File: src/rtl/pipe_addsub.sv
// Carry-pipelined adder/subtractor: CHUNK bits are summed per stage, and the
// unsummed operand bits ride along in skew registers with their bundle.
module pipe_addsub #(
  parameter int WIDTH = 8,
  parameter int CHUNK = 4
) (
  input  logic             clk,
  input  logic             rst_n,
  input  logic             ena,
  input  logic             in_valid,
  output logic             in_ready,
  input  logic [WIDTH-1:0] a,
  input  logic [WIDTH-1:0] b,
  input  logic [1:0]       op,
  input  logic             cin,
  output logic             out_valid,
  input  logic             out_ready,
  output logic [WIDTH-1:0] sum,
  output logic             cout,
  output logic             ovf,
  output logic             zero
);

  localparam int STAGES = WIDTH / CHUNK;
  localparam int LAST   = STAGES - 1;

  logic [STAGES-1:0] r_v;
  logic [STAGES-1:0] r_c;
  logic [WIDTH-1:0]  r_a [STAGES];
  logic [WIDTH-1:0]  r_b [STAGES];
  logic [WIDTH-1:0]  r_s [STAGES];
  logic              r_ovf;
  logic              r_zero;

  logic              w_stall;
  logic              w_cin0;
  logic [STAGES-1:0] w_v_in;
  logic [STAGES-1:0] w_c_in;
  logic [STAGES-1:0] w_c_out;
  logic [WIDTH-1:0]  w_a_in  [STAGES];
  logic [WIDTH-1:0]  w_b_in  [STAGES];
  logic [WIDTH-1:0]  w_s_in  [STAGES];
  logic [WIDTH-1:0]  w_s_out [STAGES];
  logic [CHUNK:0]    w_part  [STAGES];
  logic              w_msb_cin;
  logic              w_ovf;
  logic              w_zero;

  // The whole chain freezes together, so bubbles keep their slots.
  assign w_stall  = (r_v[LAST] & ~out_ready) | ~ena;
  assign in_ready = ~w_stall;

  // NOTE: every combinational output gets a value on every path, otherwise a latch is inferred.
  always_comb begin
    case (op)
      2'b00:   w_cin0 = 1'b0;
      2'b01:   w_cin0 = 1'b1;
      2'b10:   w_cin0 = cin;
      default: w_cin0 = ~cin;
    endcase
  end

  always_comb begin
    w_v_in[0] = in_valid;
    w_c_in[0] = w_cin0;
    w_a_in[0] = a;
    w_b_in[0] = op[0] ? ~b : b;
    w_s_in[0] = '0;
    for (int k = 1; k < STAGES; k++) begin
      w_v_in[k] = r_v[k-1];
      w_c_in[k] = r_c[k-1];
      w_a_in[k] = r_a[k-1];
      w_b_in[k] = r_b[k-1];
      w_s_in[k] = r_s[k-1];
    end
    for (int k = 0; k < STAGES; k++) begin
      w_part[k] = {1'b0, w_a_in[k][k*CHUNK +: CHUNK]}
                + {1'b0, w_b_in[k][k*CHUNK +: CHUNK]}
                + {{CHUNK{1'b0}}, w_c_in[k]};
      w_s_out[k] = w_s_in[k];
      w_s_out[k][k*CHUNK +: CHUNK] = w_part[k][CHUNK-1:0];
      w_c_out[k] = w_part[k][CHUNK];
    end
    // Carry into the MSB recovered from the MSB sum bit and its operand bits.
    w_msb_cin = w_s_out[LAST][WIDTH-1] ^ w_a_in[LAST][WIDTH-1] ^ w_b_in[LAST][WIDTH-1];
    w_ovf     = w_msb_cin ^ w_c_out[LAST];
    w_zero    = (w_s_out[LAST] == '0);
  end

  // NOTE: pipeline state is cleared in reset so no stale bundle survives it; non-blocking only here.
  always_ff @(posedge clk or negedge rst_n) begin
    if (!rst_n) begin
      r_v    <= '0;
      r_c    <= '0;
      r_ovf  <= 1'b0;
      r_zero <= 1'b0;
      for (int k = 0; k < STAGES; k++) begin
        r_a[k] <= '0;
        r_b[k] <= '0;
        r_s[k] <= '0;
      end
    end else if (!w_stall) begin
      r_v    <= w_v_in;
      r_c    <= w_c_out;
      r_ovf  <= w_ovf;
      r_zero <= w_zero;
      for (int k = 0; k < STAGES; k++) begin
        r_a[k] <= w_a_in[k];
        r_b[k] <= w_b_in[k];
        r_s[k] <= w_s_out[k];
      end
    end
  end

  assign out_valid = r_v[LAST];
  assign sum       = r_s[LAST];
  assign cout      = r_c[LAST];
  assign ovf       = r_ovf;
  assign zero      = r_zero;

endmodule

File: config.mk
export PLATFORM = sky130hd
export DESIGN_NAME = pipe_addsub
export DESIGN_NICKNAME = d
export VERILOG_FILES = /design/src/rtl/pipe_addsub.sv
export SDC_FILE = /design/constraint.sdc
export NUM_CORES = 1
export LEC_CHECK = 0
export CORE_MARGIN = 2
export CORE_UTILIZATION = 50
export CTS_BUF_LIST = sky130_fd_sc_hd__clkbuf_4 sky130_fd_sc_hd__clkbuf_8
export DETAILED_ROUTE_END_ITERATION = 7
export PLACE_DENSITY = 0.82
export REMOVE_ABC_BUFFERS = 1
export SLEW_MARGIN = 20
export SYNTH_ARGS = -nofsm -noshare
export SYNTH_HDL_FRONTEND = slang
export SYNTH_SLANG_ARGS = --single-unit
File: constraint.sdc
create_clock -name clk -period 2.5 [get_ports clk]
set_input_delay 0.25 -clock clk [delete_from_list [all_inputs] [get_ports clk]]
set_output_delay 0.25 -clock clk [all_outputs]
set_load 0.005 [all_outputs]
==> out/metrics.yaml, run 1 <==
crit_path_frequent_cell: "fa_1"
rows: 19
postCtsHoldBufs: 0
worst-path-buf-inv: 1
drt_pass1_iterations: 4
r2r_slack_ps: 360
critical_path_depth: 8
worstPathMaxFanout: 2
met1Wirelength_um: 1057
synthXorXnorAreaFrac_pct: 10.84
routed_via_density: 5.080
antenna_left: 0
hold_path_class: "in2async"
cp.required_ps: 2770
fp.dieH_um: 57.06
syn2layout_area_growth_pct: 28.98
ys_warn_count: 0
hold_violations: 0
port_buffers: 36
grt_first_pass_wirelength_um: 4588
grt_pass1_vias: 1090
drive_gt1_share_pct: 10.71
tns_ps: 0
synthAdderAreaFrac_pct: 11.02
syn-instance-count: 136
dieArea_um2: 3256
initial_core_util_pct: 51.94
crit_end: "ovf$_DFFE_PN0P_"
fin_worst_skew_ps: 2.558
routed-wl-met3_um: 83
critical-path-top-delay-family: "adder cells"
cts_buffers: 3
tightest_slew_ps: 342.3
r2r-end: "ovf$_DFFE_PN0P_"
slowest_delay_ps: 480
clock-sinks: 26
ys_seq_area_share_pct: 46.22
slew_headroom_pct: 76.97
drt-total-wl_um: 2561
gp_congestion: 0.7316
cp_slowest_cell: "fa_1"
finalCritPeriodShare_pct: 85.50
io_pins: 37
grt_max_degree: 36
wl_per_cell_um: 12.87
syn_avg_cell_area_um2: 10.35
crit_path_start_kind: "register"
crit_arrival_ps: 2400
antenna_cells: 0
yosysUniqueCellTypes: 26
die_x_um: 57.06
cts_repair_resize_count: 0
coreArea_um2: 2710
clockBufferDepth: 2
synth-simple-area-share_pct: 11.56
drt_iter0_drc: 8
rr_worst_depth: 8
clockRootBuffer: "clkbuf_4"
synth_top_family_by_area: "simple AND/OR/NAND/NOR gates"
power_density_nw_per_um2: 831.6
rr_startpoint: "r_c[0]$_DFFE_PN0P_"
fmax_mhz: 467.8
status: "finished clean"
post_dp_cell_area_um2: 1763
synth_compound_area_share_pct: 9.244
hpwl_um: 2039
post-route-cell-area_um2: 1815
antenna_found_initial: 0
overflow: 0
power.leakage_nw: 0.8437
synth_seq_cells: 26
post-route-util_pct: 66.99
synthMuxAreaShare_pct: 4.000
htree_levels: 1
drv_slew: 0
path_cells: "fa_1, inv_1, fa_1, nor2b_1, o21a_1, nor2_2, xnor3_1, o21ai_1"
cts_tree: "yes"
irDropWorstVdd_mv: 0.6384
highest_layer: "met4"
clk_latency_ps: 330
drcViolationCount: 0
cap_violations: 0
fin_crit_ps: 2138
finalSetupViolations: 0
end_kind: "register"
grt_use_total_pct: 18.33
post-cts-setup-buffers: 0
critPathLaunch: "r_c[0]$_DFFE_PN0P_"
detailroute.via_count: 1011
final_nets: 203
rsz0062_at_grt: "no"
path_class: "reg2reg"
path_clk_slew_ps: 140
wl_met2_um: 1352
syn_area_um2: 1408
==> cell usage after synthesis <==
cell type | n | share of area [%]
nand2_1 | 35 | 9.3
dfrtp_1 | 26 | 46
o21ai_0 | 11 | 3.9
buf_4 | 8 | 4.3
xor2_1 | 7 | 4.4
ha_1 | 6 | 5.3
xnor2_1 | 6 | 3.7
inv_1 | 5 | 1.3
mux2_2 | 5 | 4.0
fa_1 | 4 | 5.7
a21o_1 | 3 | 1.6
a21oi_1 | 3 | 1.1
clkbuf_1 | 3 | 0.80
buf_2 | 2 | 0.71
a21oi_2 | 1 | 0.62
nand4b_1 | 1 | 0.62
nor2_1 | 1 | 0.27
nor2_2 | 1 | 0.44
nor2b_1 | 1 | 0.44
nor4_1 | 1 | 0.44
o21a_1 | 1 | 0.53
o21ai_1 | 1 | 0.36
o21ai_2 | 1 | 0.62
o31ai_1 | 1 | 0.53
xnor2_2 | 1 | 1.2
xnor3_1 | 1 | 1.6
==> placed cells by master, fill, tap and decap left out, types with 3 or more instances in the layout <==
cell type        synthesis  routed
inv_1                    5       5
buf_4                    8       5
xor2_1                   7       7
clkbuf_4                 0       3
ha_1                     6       6
fa_1                     4       4
clkdlybuf4s50_1          0      36
dfrtp_1                 26      26
a21oi_1                  3       3
o21ai_0                 11      11
a21o_1                   3       3
xnor2_1                  6       6
mux2_2                   5       5
nand2_1                 35      35
==> layout make-up <==
cell class	instances	area, um2
fill	225	894.6
clock buffer	3	22.52
clock inverter	1	30.03
tap	31	38.79
multi-input combinational	92	656.9
inverter	5	18.77
sequential	26	650.6
timing repair buffer	41	397.9
==> metrics by stage <==
step,power (mW),instances,hold WS [ps],worst slack (ps)
2_1_floorplan,0.9436,123,-45.59,533.6
3_3_place_gp,1.203,195,456.2,190.5
3_5_place_dp,1.240,195,478.1,163.2
4_1_cts,1.527,199,271.0,352.1
5_1_grt,1.616,199,288.2,218.7
6_report,1.510,199,259.0,362.4
==> per-layer routing <==
metal  vias to the layer above  track usage [%]
met4                         0            9.967
met3                         4            1.361
met5                         -                0
li1                        498                -
met2                        27            32.51
met1                       482            22.14
==> sequential cells by signal, summed over array words and instances (netlist names) <==
name  cells
r_b       4
r_s       4
ovf       1
sum       8
r_v       2
zero      1
r_a       4
r_c       2
==> worst reg2reg max path: stages, from the launching register on <==
cell     delay (ps)
dfrtp_1         440
fa_1            490
inv_1            90
fa_1            210
nor2b_1          60
o21a_1          180
nor2_2          100
xnor3_1         390
o21ai_1         120
==> worst min path at each step <==
stage                                  start             endpoint  depth (start not counted)
after global placement    r_v[0]$_DFFE_PN0P_   r_v[0]$_DFFE_PN0P_                          2
after detailed placement  r_c[1]$_DFFE_PN0P_   r_c[1]$_DFFE_PN0P_                          2
after global routing                   rst_n   sum[4]$_DFFE_PN0P_                          2
final                                  rst_n   sum[3]$_DFFE_PN0P_                          2
after CTS                              rst_n  r_a[15]$_DFFE_PN0P_                          2
after floorplan                        rst_n      ovf$_DFFE_PN0P_                          0
==> power breakdown <==
group / internal [mW] / switching [mW]
clock: 0.162 / 0.128
sequential: 0.545 / 0.0759
combinational: 0.363 / 0.237
total: 1.07 / 0.440
==> cell families (layout without fill, tap and decap cells) <==
kind of cell,Yosys count,in the layout
simple gates,40,40
flops,26,26
compound gates,22,22
buf+inv,18,50
xor+xnor,15,15
fa+ha+maj,10,10
mux,5,5
Note: power is estimated with default switching activity, not from simulation.
==> run 2: changes to the inputs <==
--- a/config.mk
+++ b/config.mk
@@ -9,7 +9,7 @@
 export CORE_UTILIZATION = 50
 export CTS_BUF_LIST = sky130_fd_sc_hd__clkbuf_4 sky130_fd_sc_hd__clkbuf_8
 export DETAILED_ROUTE_END_ITERATION = 7
-export PLACE_DENSITY = 0.82
+export PLACE_DENSITY = 0.84
 export REMOVE_ABC_BUFFERS = 1
 export SLEW_MARGIN = 20
 export SYNTH_ARGS = -nofsm -noshare
==> out/metrics.yaml, run 2 (synthesis results as in run 1) <==
hold_path_class: "in2async"  # unchanged
path_class: "reg2reg"  # unchanged
post_dp_cell_area_um2: 1763  # unchanged
fin_worst_skew_ps: 3.978  # was 2.558 ps
path_clk_slew_ps: 130  # was 140 ps
final_common_cell: "clkdlybuf4s50_1"  # unchanged
crit_path_start_kind: "register"  # unchanged
cts_buffers: 3  # unchanged
fin_crit_ps: 2090  # was 2138 ps
power_density_nw_per_um2: 793.7  # was 831.6 nW/um2
initial_core_util_pct: 51.94  # unchanged
fmax_mhz: 478.4  # was 467.8 MHz
grt_first_pass_wirelength_um: 4146  # was 4588 um
overflow: 0  # unchanged
io_pins: 37  # unchanged
antenna_found_initial: 0  # unchanged
coreArea_um2: 2710  # unchanged
tightest_slew_ps: 379.0  # was 342.3 ps
drt_pass1_iterations: 6  # was 4
path_cells: "fa_1, inv_1, fa_1, nor2b_1, o21a_1, nor2_2, xnor3_1, o21ai_1"  # unchanged
p_sw_share_pct: 30.18  # was 29.16%
rsz0062_at_grt: "no"  # unchanged
clk_latency_ps: 320  # was 330 ps
layout_common_cells: "36 x clkdlybuf4s50_1, 35 x nand2_1, 26 x dfrtp_1"  # unchanged
crit_path_frequent_cell: "fa_1"  # unchanged
hold_violations: 0  # unchanged
wl_per_cell_um: 12.55  # was 12.87 um
antenna_left: 0  # unchanged
rows: 19  # unchanged
cp_slowest_cell: "fa_1"  # unchanged
crit_arrival_ps: 2350  # was 2400 ps
grt_pass1_vias: 1027  # was 1090
slowest_delay_ps: 450  # was 480 ps
setup_ws_ps: 409.8  # was 362.4 ps
status: "finished clean"  # unchanged
hpwl_um: 1998  # was 2039 um
post-cts-setup-buffers: 0  # unchanged
clock-sinks: 26  # unchanged
final_nets: 203  # unchanged
port_buffers: 36  # unchanged
holdWs_ps: 266.6  # was 259.0 ps
grt_use_total_pct: 16.33  # was 18.33%
finalSetupViolations: 0  # unchanged
pwr-share-seq_pct: 43.2  # was 41.1%
syn2layout_area_growth_pct: 27.82  # was 28.98%
detailroute.via_count: 1023  # was 1011
drive_gt1_share_pct: 10.71  # unchanged
clockRootBuffer: "clkbuf_4"  # unchanged
cap_violations: 0  # unchanged
dieArea_um2: 3256  # unchanged
post-route-cell-area_um2: 1799  # was 1815 um2
htree_levels: 1  # unchanged
irDropWorstVdd_mv: 0.5232  # was 0.6384 mV
worstPathMaxFanout: 2  # unchanged
p_comb_share_pct: 42.1  # was 39.7%
clockBufferDepth: 2  # unchanged
cts_repair_resize_count: 0  # unchanged
grt_max_degree: 36  # unchanged
antenna_cells: 0  # unchanged
power.leakage_nw: 0.8368  # was 0.8437 nW
gp_congestion: 0.7098  # was 0.7316
pwr-share-clk_pct: 14.7  # was 19.2%
postCtsHoldBufs: 0  # unchanged
tns_ps: 0  # unchanged
dpl_worst_slack_ps: 130.4  # was 163.2 ps
cts_tree: "yes"  # unchanged
die_x_um: 57.06  # unchanged
finalCritPeriodShare_pct: 83.61  # was 85.50%
finalNonFillerCells: 199  # unchanged
drt-total-wl_um: 2497  # was 2561 um
end_kind: "register"  # unchanged
routed_via_density: 5.141  # was 5.080
place_inst: 195  # unchanged
drv_slew: 0  # unchanged
cp.required_ps: 2760  # was 2770 ps
drt_iter0_drc: 35  # was 8
slew_headroom_pct: 74.50  # was 76.97%
drcViolationCount: 0  # unchanged
largest_reg_flops: 8  # unchanged
fp.dieH_um: 57.06  # unchanged
switchingPower_uw: 431.0  # was 440.2 uW
p_int_uw: 997.1  # was 1.069 mW
run 2: final cells by class:
type,instances,area (um2)
clock buffer,4,36.28
fill,232,910.9
inverter,5,18.77
multi-input combinational,92,656.9
sequential,26,650.6
tap,31,38.79
timing repair buffer,41,397.9
run 2: metal layers:
layer / vias up / wire length (um) / track usage [%]
li1: 498 / - / -
met1: 489 / 945 / 17.98
met2: 32 / 1383 / 31.53
met3: 4 / 122 / 1.587
met4: 0 / 46 / 6.977
met5: - / 0 / 0
run 2: power by group through the flow:
stage | sequential, mW | combinational, mW | clock, mW
floorplan | 0.624 | 0.320 | 0
global placement | 0.620 | 0.582 | 0
detailed placement | 0.629 | 0.612 | 0
CTS | 0.618 | 0.613 | 0.215
global route | 0.634 | 0.658 | 0.229
finish | 0.617 | 0.602 | 0.209
run 2: per-stage QoR:
stage | util [%] | power (mW)
2_1_floorplan | - | 0.9436
3_3_place_gp | 65.05 | 1.202
3_5_place_dp | 65.05 | 1.240
4_1_cts | 66.39 | 1.446
5_1_grt | 66.39 | 1.521
6_report | 66.39 | 1.428
run 2: worst max-delay path, delay by kind of cell (launching register included):
| family | cells | cell delay [ps] |
|---|---|---|
| xor+xnor | 1 | 390 |
| compound gates | 2 | 300 |
| simple gates | 2 | 170 |
| fa+ha+maj | 2 | 660 |
| flops | 1 | 430 |
| buf+inv | 1 | 90 |
run 2: final timing paths:
kind	from	endpoint	slack, ps	cells past startpoint
max	r_c[0]$_DFFE_PN0P_	ovf$_DFFE_PN0P_	410	8
min	rst_n	r_c[1]$_DFFE_PN0P_	270	2
max reg2reg	r_c[0]$_DFFE_PN0P_	ovf$_DFFE_PN0P_	410	8
min reg2reg	sum[6]$_DFFE_PN0P_	sum[6]$_DFFE_PN0P_	500	2
max in group asynchronous	rst_n	r_c[0]$_DFFE_PN0P_	1990	2
min in group clk	a[7]	r_a[15]$_DFFE_PN0P_	450	3
==> run 3: changes to the inputs <==
--- a/config.mk
+++ b/config.mk
@@ -6,10 +6,10 @@
 export NUM_CORES = 1
 export LEC_CHECK = 0
 export CORE_MARGIN = 2
-export CORE_UTILIZATION = 50
+export CORE_UTILIZATION = 45
 export CTS_BUF_LIST = sky130_fd_sc_hd__clkbuf_4 sky130_fd_sc_hd__clkbuf_8
 export DETAILED_ROUTE_END_ITERATION = 7
-export PLACE_DENSITY = 0.84
+export PLACE_DENSITY = 0.8
 export REMOVE_ABC_BUFFERS = 1
 export SLEW_MARGIN = 20
 export SYNTH_ARGS = -nofsm -noshare
==> constraint.sdc (replaced) <==
create_clock -name clk -period 1.71 [get_ports clk]
set_input_delay 0.171 -clock clk [delete_from_list [all_inputs] [get_ports clk]]
set_output_delay 0.171 -clock clk [all_outputs]
set_load 0.005 [all_outputs]
==> out/metrics.yaml, run 3 (synthesis results as in run 1) <==
grt_use_total_pct: 16.25  # was 16.33%
htree_levels: 1  # unchanged
path_class: "reg2reg"  # unchanged
clk_latency_ps: 310  # was 320 ps
fin_crit_ps: 1842  # was 2090 ps
hpwl_um: 1983  # was 1998 um
antenna_cells: 0  # unchanged
largest_reg_flops: 8  # unchanged
end_kind: "register"  # unchanged
rows: 20  # was 19
worstPathMaxFanout: 2  # unchanged
filler_cell_count: 248  # was 232
grt_pass1_vias: 1025  # was 1027
fp.dieH_um: 59.93  # was 57.06 um
clock-sinks: 26  # unchanged
tns_ps: -189.2  # was 0 ps
cp.required_ps: 1960  # was 2760 ps
rsz0062_at_grt: "yes"  # was no
drt-total-wl_um: 2603  # was 2497 um
gp_congestion: 0.8843  # was 0.7098
cts_tree: "yes"  # unchanged
port_buffers: 36  # unchanged
drt_pass1_iterations: 4  # was 6
cap_violations: 0  # unchanged
crit_arrival_ps: 2100  # was 2350 ps
syn2layout_area_growth_pct: 34.31  # was 27.82%
final_nets: 209  # was 203
slew_headroom_pct: 78.54  # was 74.50%
grt_max_degree: 27  # was 36
dieArea_um2: 3592  # was 3256 um2
power.leakage_nw: 0.8927  # was 0.8368 nW
drt_iter0_drc: 25  # was 35
path_clk_slew_ps: 140  # was 130 ps
initial_core_util_pct: 46.87  # was 51.94%
finalCritPeriodShare_pct: 107.7  # was 83.61%
rr_worst_depth: 8  # unchanged
die_x_um: 59.93  # was 57.06 um
setup_ws_ps: -132.1  # was 409.8 ps
cts_buffers: 3  # unchanged
r2r-end: "ovf$_DFFE_PN0P_"  # unchanged
power_density_nw_per_um2: 1167  # was 793.7 nW/um2
antenna_left: 0  # unchanged
r2r_slack_ps: -130  # was 410 ps
violations: "setup timing"
fin_worst_skew_ps: 3.292  # was 3.978 ps
final_common_cell: "nand2_1"  # was clkdlybuf4s50_1
hold_violations: 0  # unchanged
rr_startpoint: "r_b[12]$_DFFE_PN0P_"  # was r_c[0]$_DFFE_PN0P_
holdWs_ps: 206.0  # was 266.6 ps
drcViolationCount: 0  # unchanged
hold_path_class: "in2async"  # unchanged
drive_gt1_share_pct: 20.11  # was 10.71%
finalSetupViolations: 2  # was 0
irDropWorstVdd_mv: 0.3785  # was 0.5232 mV
routed_via_density: 4.899  # was 5.141
crit_path_start_kind: "register"  # unchanged
post-route-cell-area_um2: 1891  # was 1799 um2
antenna_found_initial: 0  # unchanged
fmax_mhz: 542.9  # was 478.4 MHz
overflow: 0  # unchanged
grt_first_pass_wirelength_um: 4340  # was 4146 um
status: "finished with violations"  # was finished clean
layout_common_cells: "34 x nand2_1, 31 x clkdlybuf4s50_1, 26 x dfrtp_1"  # was 36 x clkdlybuf4s50_1, 35 x nand2_1, 26 x dfrtp_1
wl_per_cell_um: 12.57  # was 12.55 um
p_total_mw: 2.206  # was 1.428 mW
clockBufferDepth: 2  # unchanged
drv_slew: 0  # unchanged
place_inst: 202  # was 195
detailroute.via_count: 1014  # was 1023
tightest_slew_ps: 322.0  # was 379.0 ps
post_dp_cell_area_um2: 1803  # was 1763 um2
io_pins: 37  # unchanged
post-route-util_pct: 62.96  # was 66.39%
coreArea_um2: 3003  # was 2710 um2
finalNonFillerCells: 207  # was 199
postCtsHoldBufs: 0  # unchanged
dpl_worst_slack_ps: -602.3  # was 130.4 ps
clockRootBuffer: "clkbuf_4"  # unchanged
==> run 3: cell types whose count changed in the layout (fill, tap and decap cells not counted), moves of 2 or more <==
cell             previous run  this run
buf_4                       5        11
clkdlybuf4s50_1            36        31
dlygate4sd2_1               0         4
fa_1                        4         0
fa_2                        0         4
o21ai_0                    11         9
xor2_1                      7         5
xor2_2                      0         2
==> run 3: worst max-delay path by stage <==
| stage | slack, ps | from | cells past startpoint | end |
|---|---|---|---|---|
| after floorplan | -260 | r_v[1]$_DFFE_PN0P_ | 4 | sum[7]$_DFFE_PN0P_ |
| final | -130 | r_b[12]$_DFFE_PN0P_ | 8 | ovf$_DFFE_PN0P_ |
| after CTS | -120 | r_b[12]$_DFFE_PN0P_ | 6 | ovf$_DFFE_PN0P_ |
| after detailed placement | -600 | op[0] | 7 | r_c[0]$_DFFE_PN0P_ |
| after global routing | -210 | r_b[12]$_DFFE_PN0P_ | 8 | ovf$_DFFE_PN0P_ |
| after global placement | -510 | op[0] | 7 | r_c[0]$_DFFE_PN0P_ |
==> run 3: per-layer routing <==
metal	routed length (um)	global-route usage, %	vias up	part of all wire [%]
li1	-	-	507	-
met1	1091	19.35	471	42
met2	1347	29.66	30	52
met3	100	1.299	6	3.8
met4	65	6.984	0	2.5
met5	0	0	-	0
==> run 3: area by class of cell <==
cell class / count / area (um2) / area share (%)
clock buffer: 4 / 36.28 / 1.919
inverter: 5 / 18.77 / 0.9927
multi-input combinational: 92 / 703.2 / 37.19
sequential: 26 / 650.6 / 34.41
tap: 33 / 41.29 / 2.184
timing repair buffer: 47 / 440.4 / 23.30
==> run 3: what timing repair did <==
item	4_1_cts	5_1_grt
setup endpoints to repair	6	5
buffers inserted	0	1
gates resized for setup	14	5
pin swaps	12	2
==> run 3: worst max-delay path: stages (launching register included) <==
cell and delay, ps:
dfrtp_1 430, fa_2 400, inv_2 60, fa_2 190
nor2b_1 50, o21a_1 180, nor2_2 130, xnor3_1 210
o21ai_1 120
==> run 3: power breakdown <==
| part | internal (mW) | leakage [nW] | total, mW | switching (mW) |
|---|---|---|---|---|
| clock network | 0.130 | 0.0210 | 0.306 | 0.176 |
| logic | 0.609 | 0.553 | 0.985 | 0.376 |
| registers | 0.796 | 0.319 | 0.915 | 0.118 |
| total | 1.54 | 0.893 | 2.21 | 0.670 |
